[src/rtl/data_pack_if.sv]
`default_nettype none
// ============================================================================
// Module   : data_pack_if
// Purpose  : Bundles the packet-side and word-side handshake signals of the
//            data_pack packer. The producer/consumer side uses the master
//            modport; the packer itself uses the slave modport.
// Signals  : pkt_in/pkt_valid/pkt_ready   packet stream (producer -> packer)
//            flush                        request to emit the residual word
//            word_out/word_valid/word_ready/word_last  word stream
//            fill                         residual bit count in accumulator
// Revision : 1.0 - initial release
// ============================================================================
interface data_pack_if #(
    parameter int DATA_BITWIDTH = 5,
    parameter int PACKET_SIZE   = 7
);
    localparam int C_DATA_SIZE = 2 ** DATA_BITWIDTH;

    logic [PACKET_SIZE-1:0]   pkt_in;
    logic                     pkt_valid;
    logic                     pkt_ready;
    logic                     flush;
    logic [C_DATA_SIZE-1:0]   word_out;
    logic                     word_valid;
    logic                     word_ready;
    logic                     word_last;
    logic [DATA_BITWIDTH-1:0] fill;

    // Producer / consumer side (testbench or surrounding logic).
    modport master (
        output pkt_in,
        output pkt_valid,
        input  pkt_ready,
        output flush,
        input  word_out,
        input  word_valid,
        output word_ready,
        input  word_last,
        input  fill
    );

    // Packer side.
    modport slave (
        input  pkt_in,
        input  pkt_valid,
        output pkt_ready,
        input  flush,
        output word_out,
        output word_valid,
        input  word_ready,
        output word_last,
        output fill
    );
endinterface
`default_nettype wire

[src/rtl/data_pack.sv]
`default_nettype none
// ============================================================================
// Module   : data_pack
// Purpose  : Packs fixed-width packets LSB-first into a continuous bit stream
//            and emits it as full-width words. Packet k lands at stream bits
//            [PACKET_SIZE*k +: PACKET_SIZE]; word n is stream bits
//            [DATA_SIZE*n +: DATA_SIZE]. A level flush emits the residual
//            bits as a zero-padded final word tagged with word_last.
// Ports    : clk          clock, rising edge
//            rst          asynchronous active-high reset
//            bus (slave)  packet input, flush, word output handshake, fill
// Revision : 1.0 - initial release
// ============================================================================
module data_pack #(
    parameter int DATA_BITWIDTH = 5,
    parameter int PACKET_SIZE   = 7
) (
    input  wire logic   clk,
    input  wire logic   rst,
    data_pack_if.slave  bus
);

    localparam int C_DATA_SIZE = 2 ** DATA_BITWIDTH;
    // Worst case the accumulator holds DATA_SIZE-1 residual bits plus one
    // freshly merged packet.
    localparam int C_ACC_W     = C_DATA_SIZE + PACKET_SIZE - 1;
    // fill + PACKET_SIZE needs one extra bit to detect a completed word.
    localparam int C_SUM_W     = DATA_BITWIDTH + 1;

    localparam logic [C_SUM_W-1:0] C_PKT_SIZE_S  = C_SUM_W'(PACKET_SIZE);
    localparam logic [C_SUM_W-1:0] C_DATA_SIZE_S = C_SUM_W'(C_DATA_SIZE);

    typedef enum logic [0:0] {
        PHASE_PACK  = 1'b0,
        PHASE_FLUSH = 1'b1
    } phase_t;

    // ------------------------------------------------------------------
    // State
    // ------------------------------------------------------------------
    phase_t                    r_phase;
    logic [C_ACC_W-1:0]        r_acc;
    logic [DATA_BITWIDTH-1:0]  r_fill;
    logic [C_DATA_SIZE-1:0]    r_word_out;
    logic                      r_word_valid;
    logic                      r_word_last;

    // ------------------------------------------------------------------
    // Combinational datapath
    // ------------------------------------------------------------------
    logic                      w_slot_free;
    logic                      w_pkt_ready;
    logic                      w_accept;
    logic                      w_take;
    logic [C_ACC_W-1:0]        w_merged;
    logic [C_ACC_W-1:0]        w_shifted;
    logic [C_SUM_W-1:0]        w_sum;
    logic                      w_word_done;
    logic                      w_flush_emit;
    logic [C_DATA_SIZE-1:0]    w_fill_mask;
    logic [C_DATA_SIZE-1:0]    w_flush_word;

    // The output register can take a new word when empty or when its
    // current word is being consumed this very cycle.
    assign w_slot_free = ~r_word_valid | bus.word_ready;
    assign w_take      = r_word_valid & bus.word_ready;

    // Combinational from rst, flush and word_ready so that a word being
    // drained and a packet being accepted can share one edge.
    assign w_pkt_ready = ~rst & ~bus.flush & w_slot_free & (r_phase == PHASE_PACK);
    assign w_accept    = bus.pkt_valid & w_pkt_ready;

    // Bits at or above r_fill are always zero, so OR-ing the shifted packet
    // in is equivalent to writing the field [fill +: PACKET_SIZE].
    assign w_merged    = r_acc | (C_ACC_W'(bus.pkt_in) << r_fill);
    assign w_shifted   = w_merged >> C_DATA_SIZE;

    assign w_sum       = {1'b0, r_fill} + C_PKT_SIZE_S;
    assign w_word_done = (w_sum >= C_DATA_SIZE_S);

    // Flushed word: residual bits only, everything above fill forced low.
    assign w_fill_mask  = (C_DATA_SIZE'(1) << r_fill) - C_DATA_SIZE'(1);
    assign w_flush_word = r_acc[C_DATA_SIZE-1:0] & w_fill_mask;
    assign w_flush_emit = bus.flush & (r_fill != '0) & w_slot_free;

    // ------------------------------------------------------------------
    // Sequential state: phase, accumulator, output register
    // ------------------------------------------------------------------
    always_ff @(posedge clk or posedge rst) begin
        if (rst) begin
            r_phase      <= PHASE_PACK;
            r_acc        <= '0;
            r_fill       <= '0;
            r_word_out   <= '0;
            r_word_valid <= 1'b0;
            r_word_last  <= 1'b0;
        end else begin
            // Phase simply tracks the flush level; leaving FLUSH costs one
            // cycle of blocked input after flush drops.
            r_phase <= bus.flush ? PHASE_FLUSH : PHASE_PACK;

            // Consumed word clears; a load below overrides this so words
            // can stream back-to-back.
            if (w_take) begin
                r_word_valid <= 1'b0;
                r_word_last  <= 1'b0;
            end

            if (w_accept) begin
                // sum is at most 2*DATA_SIZE-1, so sum-DATA_SIZE equals the
                // low DATA_BITWIDTH bits of sum whenever a word completes;
                // the same slice is the new fill in both branches.
                r_fill <= w_sum[DATA_BITWIDTH-1:0];
                if (w_word_done) begin
                    r_word_out   <= w_merged[C_DATA_SIZE-1:0];
                    r_word_valid <= 1'b1;
                    r_word_last  <= 1'b0;
                    r_acc        <= w_shifted;
                end else begin
                    r_acc        <= w_merged;
                end
            end else if (w_flush_emit) begin
                r_word_out   <= w_flush_word;
                r_word_valid <= 1'b1;
                r_word_last  <= 1'b1;
                r_acc        <= '0;
                r_fill       <= '0;
            end
        end
    end

    // ------------------------------------------------------------------
    // Outputs
    // ------------------------------------------------------------------
    assign bus.pkt_ready  = w_pkt_ready;
    assign bus.word_out   = r_word_out;
    assign bus.word_valid = r_word_valid;
    assign bus.word_last  = r_word_last;
    assign bus.fill       = r_fill;

endmodule
`default_nettype wire

[src/flat_wrapper.sv]
// flat-port wrapper written by rule: the top's interface ports become plain ports
module data_pack_flat 
#(
    parameter int DATA_BITWIDTH = 5,
    parameter int PACKET_SIZE   = 7
)
  (clk, rst, bus_pkt_in, bus_pkt_valid, bus_pkt_ready, bus_flush, bus_word_out, bus_word_valid, bus_word_ready, bus_word_last, bus_fill);
  data_pack_if #(.DATA_BITWIDTH(DATA_BITWIDTH), .PACKET_SIZE(PACKET_SIZE)) bus_i ();
  input  wire logic clk;
  input  wire logic rst;
  input wire logic [$bits(bus_i.pkt_in)-1:0] bus_pkt_in;
  input wire logic [$bits(bus_i.pkt_valid)-1:0] bus_pkt_valid;
  output wire logic [$bits(bus_i.pkt_ready)-1:0] bus_pkt_ready;
  input wire logic [$bits(bus_i.flush)-1:0] bus_flush;
  output wire logic [$bits(bus_i.word_out)-1:0] bus_word_out;
  output wire logic [$bits(bus_i.word_valid)-1:0] bus_word_valid;
  input wire logic [$bits(bus_i.word_ready)-1:0] bus_word_ready;
  output wire logic [$bits(bus_i.word_last)-1:0] bus_word_last;
  output wire logic [$bits(bus_i.fill)-1:0] bus_fill;
  assign bus_i.pkt_in = bus_pkt_in;
  assign bus_i.pkt_valid = bus_pkt_valid;
  assign bus_pkt_ready = bus_i.pkt_ready;
  assign bus_i.flush = bus_flush;
  assign bus_word_out = bus_i.word_out;
  assign bus_word_valid = bus_i.word_valid;
  assign bus_i.word_ready = bus_word_ready;
  assign bus_word_last = bus_i.word_last;
  assign bus_fill = bus_i.fill;
  data_pack #(.DATA_BITWIDTH(DATA_BITWIDTH), .PACKET_SIZE(PACKET_SIZE)) u_core (.clk(clk), .rst(rst), .bus(bus_i));
endmodule
[config.mk]
export PLATFORM = sky130hd
export DESIGN_NAME = data_pack_flat
export DESIGN_NICKNAME = d
export VERILOG_FILES = /design/src/rtl/data_pack_if.sv /design/src/rtl/data_pack.sv /design/src/flat_wrapper.sv
export SDC_FILE = /design/constraint.sdc
export NUM_CORES = 1
export LEC_CHECK = 0
export ABC_CLOCK_PERIOD_IN_PS = 3200
export CORE_ASPECT_RATIO = 1.1
export CORE_MARGIN = 8
export CORE_UTILIZATION = 36
export CTS_BUF_LIST = sky130_fd_sc_hd__clkbuf_4 sky130_fd_sc_hd__clkbuf_8
export DETAILED_ROUTE_END_ITERATION = 12
export DONT_BUFFER_PORTS = 1
export GPL_TIMING_DRIVEN = 0
export HOLD_SLACK_MARGIN = 0.05
export PLACE_DENSITY_LB_ADDON = 0.15
export SKIP_LAST_GASP = 1
export SLEW_MARGIN = 30
export SYNTH_ARGS = -nofsm -noshare
export SYNTH_HDL_FRONTEND = slang
export SYNTH_SLANG_ARGS = --single-unit
[constraint.sdc]
create_clock -name clk -period 3.2 [get_ports clk]
set_input_delay 0.32 -clock clk [delete_from_list [all_inputs] [get_ports clk]]
set_output_delay 0.32 -clock clk [all_outputs]
set_load 0.01 [all_outputs]
==> impl_metrics.tcl, run 1 <==
set metrics [dict create \
    p_leak_nw 2.26 \
    grt_pass1_wl_um 30800 \
    layout.nets 597 \
    synthTopCellsByArea "dfrtp_1 (41%), nor2_1 (5.9%), nand2_1 (5.2%)" \
    io_pins 52 \
    rows 44 \
    clock_latency_ns 0.38 \
    clk_pin_slew_worst_paths_ns 0.09 \
    core_area_um2 13100 \
    setup_violations 0 \
    relSlewSlack_pct 35.1 \
    required_ns 3.48 \
    worst_pin_slew_ns 0.970 \
    power_density_nw_per_um2 1110 \
    fp.dieW_um 126 \
    drive_gt1_share_pct 13.2 \
    rsz0062_at_grt "no" \
    cts_made_buffers 9 \
    grt_usage_pct 24.5 \
    routed_wl_um 20800 \
    drc 0 \
    dr.pass1.iters 5 \
    syn2layout_area_growth_pct 11.7 \
    antenna_found_initial 0 \
    seq_area_frac_synth_pct 40.7 \
    period_share_pct 98.1 \
    arrival_ns 3.42 \
    die-height_um 137 \
    htreeDepth 3 \
    synth_top_cell_by_area "dfrtp_1" \
    cts_tree "yes" \
    cts_sinks 78 \
    syn_nets 578 \
    async_flop_share_pct 100 \
    max_cap_viol_count 0 \
    place_congestion 0.962 \
    finalHoldViolCount 0 \
    ys_types 69 \
    layout_min_cycle_time_ns 3.14 \
    drtIter0Drc 384 \
    cts_root_buf "clkbuf_8" \
    synth_edf_count 0 \
    synth_top_area_share_pct 40.7 \
    ys_ff_latch 78 \
    postRouteAntennaNets 0 \
    slew_viol_final 0 \
    num_antenna_cells 0 \
    status "finished, final reports clean" \
    grt_overflow 0 \
    clock_skew_ns 0.0104 \
    yosys_warnings 0 \
    syn_area_um2 4790 \
    grt_max_degree 42 \
    criticalPathCategory "flop to flop" \
    holdWs_ns 0.0959 \
    hpwlAfterDp_um 15300 \
    avgSynthCellArea_um2 8.56 \
    crit_path_end_kind "flop" \
    grt_pass1_vias 4679 \
    vias 4595 \
    initial_core_util_pct 36.6 \
    fillers 1392 \
    via_per_inst 6.18 \
    crit_path_start_kind "flop" \
    worstPathMaxFanout 10 \
    peakVddDrop_v 0.000471 \
    io_buffers 0 \
    ys.flop_type "dfrtp_1" \
    holdCritPathClass "primary input to flop" \
    max_clock_freq_mhz 319 \
    routedWlPerCell_um 27.9 \
    die_area_um2 17300 \
    cts.path.max_buffers 2 \
    synthCells 560 \
    utilization_pct 40.8 \
]
[layout by cell type, fill, tap and decap left out, drive strengths merged, types with 3 or more instances in the layout]
master and n:
a211oi 8, a21o 5, a21oi 50, a221oi 5
a22o 6, a311oi 3, a31oi 15, and2 10
and3 3, buf 31, clkbuf 24, dfrtp 78
ha 6, inv 9, mux2 3, mux2i 10
mux4 3, nand2 67, nand2b 11, nand3 20
nor2 78, nor2b 4, nor3 14, nor4 3
o21ai 38, o22ai 11, o31ai 8, xnor2 8
xor2 6
[kinds of logic (layout without fill, tap and decap cells)]
| group | after synthesis | in the layout | synth area share, % |
|---|---|---|---|
| muxes | 16 | 16 | 4.20 |
| buffers and inverters | 48 | 71 | 5.07 |
| DFF | 78 | 78 | 40.7 |
| xor gates and xnor gates | 14 | 14 | 2.56 |
| AOI/OAI and AO/OA | 173 | 173 | 23.2 |
| and+or+nand+nor | 225 | 225 | 22.6 |
| adders and majority gates | 6 | 6 | 1.57 |
[where the power goes]
part           leakage (nW)  switching, mW  internal [mW]
registers              1.05          0.223           1.20
logic                  1.10           2.54           1.17
clock network         0.105          0.403          0.435
[stage by stage]
stage | cells | total power [mW] | area (um2) | worst slack [ns] | TNS [ns]
2_1_floorplan | 560 | 3.64 | 4790 | 0.359 | 0
3_3_place_gp | 721 | 4.89 | 4990 | -0.439 | -10.11
3_5_place_dp | 722 | 4.86 | 5020 | -0.443 | -2.35
4_1_cts | 739 | 5.79 | 5290 | -0.0220 | -0.0220
5_1_grt | 744 | 6.27 | 5350 | 0.00135 | 0
6_report | 744 | 5.96 | 5350 | 0.0608 | 0
[layout make-up]
cell class	count	area, um2	share of cell area (%)
multi-input cells	434	2650	49.4
flip-flops and latches	78	1950	36.5
plain buffers	40	230	4.30
well taps	161	201	3.76
clock buffers	9	124	2.31
clock inverters	6	86.3	1.61
repair buffers	8	75.1	1.40
inverters	8	35.0	0.655
[synth_stat cells (11+ instances only)]
cell,count
nor3_1,11
nor2_1,75
nand2b_1,11
o22ai_1,11
a21oi_1,49
dfrtp_1,78
nand2_1,67
a31oi_1,15
o21ai_0,25
buf_2,17
clkbuf_1,13
nand3_1,20
o21ai_1,13
[state kept, by name (all words and copies together) (netlist names)]
name	count
u_core.bus.word_last	1
u_core.r_phase	1
u_core.bus.word_out	32
u_core.r_acc	38
u_core.bus.fill	5
u_core.bus.word_valid	1
[layer usage]
layer  wire length [um]  part of all wire (%)  track usage, %
met1               8760                    42            30.2
met2               9610                    46            39.3
met3               1530                   7.4            5.34
met4                853                   4.1            13.6
met5                  0                     0               0
[critical path: stages, from the launching register on]
cell and delay, ns:
dfrtp_2 0.47, buf_6 0.15, buf_6 0.14, inv_1 0.11, ha_1 0.16, buf_4 0.18, or4b_4 0.54, and3_1 0.19
buf_2 0.22, a21oi_4 0.30, buf_4 0.29, nor2_1 0.07, a22o_1 0.19
[repair_timing]
item / CTS / global route
pin swaps: 1 / 1
gates resized for setup: 10 / 9
cloned: 0 / 1
hold endpoints to repair: 38 / 0
hold buffers: 2 / 0
setup endpoints to repair: 13 / 58
setup buffers: 0 / 4
[worst paths after layout]
path	from	to	slack [ns]	depth (start not counted)
worst min register to register	u_core.r_acc[14]	u_core.r_acc[14]	0.49	2
max in group asynchronous	rst	u_core.bus.word_out[4]	2.23	3
worst max register to register	u_core.bus.fill[0]	u_core.bus.word_out[10]	0.06	12
min in group asynchronous	rst	u_core.r_phase	0.43	2
worst max-delay path	u_core.bus.fill[0]	u_core.bus.word_out[10]	0.06	12
worst min-delay path	bus_flush	u_core.bus.word_last	0.1	2
(Power assumes the default switching activity.)
==> run 2, diff against run 1 <==
--- a/config.mk
+++ b/config.mk
@@ -8,7 +8,7 @@
 export ABC_CLOCK_PERIOD_IN_PS = 3200
 export CORE_ASPECT_RATIO = 1.1
 export CORE_MARGIN = 8
-export CORE_UTILIZATION = 36
+export CORE_UTILIZATION = 40
 export CTS_BUF_LIST = sky130_fd_sc_hd__clkbuf_4 sky130_fd_sc_hd__clkbuf_8
 export DETAILED_ROUTE_END_ITERATION = 12
 export DONT_BUFFER_PORTS = 1
==> run 2 against run 1 <==
Compared with the run above:
- clock-buffer cell count up 1
- first-iteration DRC count is 31% higher
- hold slack gained 0.00065 ns
- die area is 8.8% lower
- total power grew 0.13%
- clock power grew 2%
- critical path type unchanged
- largest power group unchanged
==> impl_metrics.tcl, run 2 (same netlist as run 1, synthesis figures left out) <==
set metrics [dict create \
    grt_usage_pct 26.8 \
    status "finished, final reports clean" \
    place_area_um2 5020 \
    cts_tree "yes" \
    crit_path_start_kind "flop" \
    required_ns 3.52 \
    relSlewSlack_pct 37.7 \
    cp_common_cell "buf_2" \
    hpwlAfterDp_um 15000 \
    core_area_um2 11900 \
    rsz0062_at_grt "yes" \
    crit_path_end_kind "flop" \
    grt_overflow 0 \
    clk_pin_slew_worst_paths_ns 0.08 \
    dr.pass1.iters 5 \
    place_congestion 0.976 \
    combPwrFrac_pct 61.9 \
    clock_skew_ns 0.0101 \
    grt_pass1_vias 4665 \
    slowest_stage "or4_1" \
    mostFrequentLayoutCells "dfrtp_1 (77), nor2_1 (73), nand2_1 (67)" \
    period_share_pct 96.4 \
    routedWlPerCell_um 27.7 \
    final_area_um2 5360 \
    slew_viol_final 0 \
    fp.dieW_um 120 \
    antenna_found_initial 0 \
    layout_min_cycle_time_ns 3.08 \
    syn2layout_area_growth_pct 11.9 \
    grt_pass1_wl_um 30500 \
    p_leak_nw 2.26 \
    tns_ns 0 \
    via_per_inst 6.31 \
    worstPathCellList "buf_2 > buf_2 > buf_2 > nor3_2 > nand2_1 > ha_2 > o21ai_4 > a311oi_2 > nor2_1 > or4_1 > nand3_1" \
    initial_core_util_pct 40.3 \
    intPower_mw 2.84 \
    worstPathMaxFanout 10 \
    cts_made_buffers 9 \
    p_seq_share_pct 23.8 \
    grt_max_degree 48 \
    cts.path.max_buffers 2 \
    setup_violations 0 \
    power_density_nw_per_um2 1110 \
    die_area_um2 15700 \
    drc 0 \
    layout.nets 595 \
    peakVddDrop_v 0.000486 \
    cts_root_buf "clkbuf_8" \
    drive_gt1_share_pct 12.7 \
    postRouteAntennaNets 0 \
    finalHoldViolCount 0 \
    p_total_mw 5.97 \
    arrival_ns 3.40 \
    r2r_slack_ns 0.12 \
    largest_register_ff_count 38 \
    criticalPathCategory "flop to flop" \
    holdCritPathClass "primary input to flop" \
    die-height_um 131 \
    timing.final.ws_setup_ns 0.116 \
    layout_commonest_cell "dfrtp_1" \
    clkPwrFrac_pct 14.4 \
    largest_register "u_core.r_acc" \
    vias 4638 \
    swShare_pct 52.5 \
    worst_pin_slew_ns 0.931 \
    max_cap_viol_count 0 \
    routed_wl_um 20400 \
    cpPeakStageDelay_ns 0.52 \
    cts_sinks 78 \
    io_buffers 0 \
    drtIter0Drc 502 \
    io_pins 52 \
    clock_latency_ns 0.39 \
    netSwitchingPower_mw 3.14 \
    dp_slack_ns -0.295 \
    rows 42 \
    htreeDepth 3 \
    max_clock_freq_mhz 324 \
    num_antenna_cells 0 \
]
[run 2: worst paths after layout]
check                                          end                from  cells past startpoint
max                        u_core.bus.word_out[30]  u_core.bus.fill[2]                     11
min                           u_core.bus.word_last           bus_flush                      2
max reg2reg                u_core.bus.word_out[30]  u_core.bus.fill[2]                     11
min reg2reg                        u_core.r_acc[9]     u_core.r_acc[9]                      2
max in group asynchronous   u_core.bus.word_out[9]                 rst                      3
min in group asynchronous    u_core.bus.word_valid                 rst                      2
[run 2: critical path: cells and delay by family (launching register included)]
family,cells,cell delay (ns)
compound gates,2,0.46
fa+ha+maj,1,0.24
buf+inv,3,0.88
flops,1,0.51
simple gates,5,0.90
[run 2: power groups by stage]
stage | logic [mW] | registers (mW) | clock network, mW
6_report | 3.69 | 1.42 | 0.857
5_1_grt | 3.93 | 1.45 | 0.909
4_1_cts | 3.46 | 1.43 | 0.874
3_5_place_dp | 3.39 | 1.45 | 0
3_3_place_gp | 3.41 | 1.44 | 0
2_1_floorplan | 2.25 | 1.39 | 0
[run 2: metrics by stage]
step / std cells / utilization (%) / hold slack (ns)
finish: 735 / 45.1 / 0.0966
global route: 735 / 45.1 / 0.0968
CTS: 732 / 44.5 / 0.0876
detailed placement: 715 / 42.2 / 0.183
global placement: 714 / 42.0 / 0.352
floorplan: 560 / - / 0.351
[run 2: cell type report]
cell class,instances,area [um2]
fillers,1227,6520
multi-input cells,434,2650
flip-flops and latches,78,1950
plain buffers,40,228
well taps,154,193
clock buffers,10,138
clock inverters,5,83.8
repair buffers,6,80.1
inverters,8,35.0
[run 2: metal layers]
layer	global-route usage, %	part of all wire (%)
met5	0	0
met4	15.4	4.6
met3	4.64	6.8
met2	41.6	46
met1	34.8	43
[run 2: what timing repair did]
action / in CTS / in global routing
setup buffers: 0 / 2
gates resized for setup: 5 / 10
setup endpoints to repair: 8 / 57
endpoints found under the hold margin: 32 / 0
cloned: 0 / 1
hold buffers: 2 / 0
pin swaps: 0 / 1
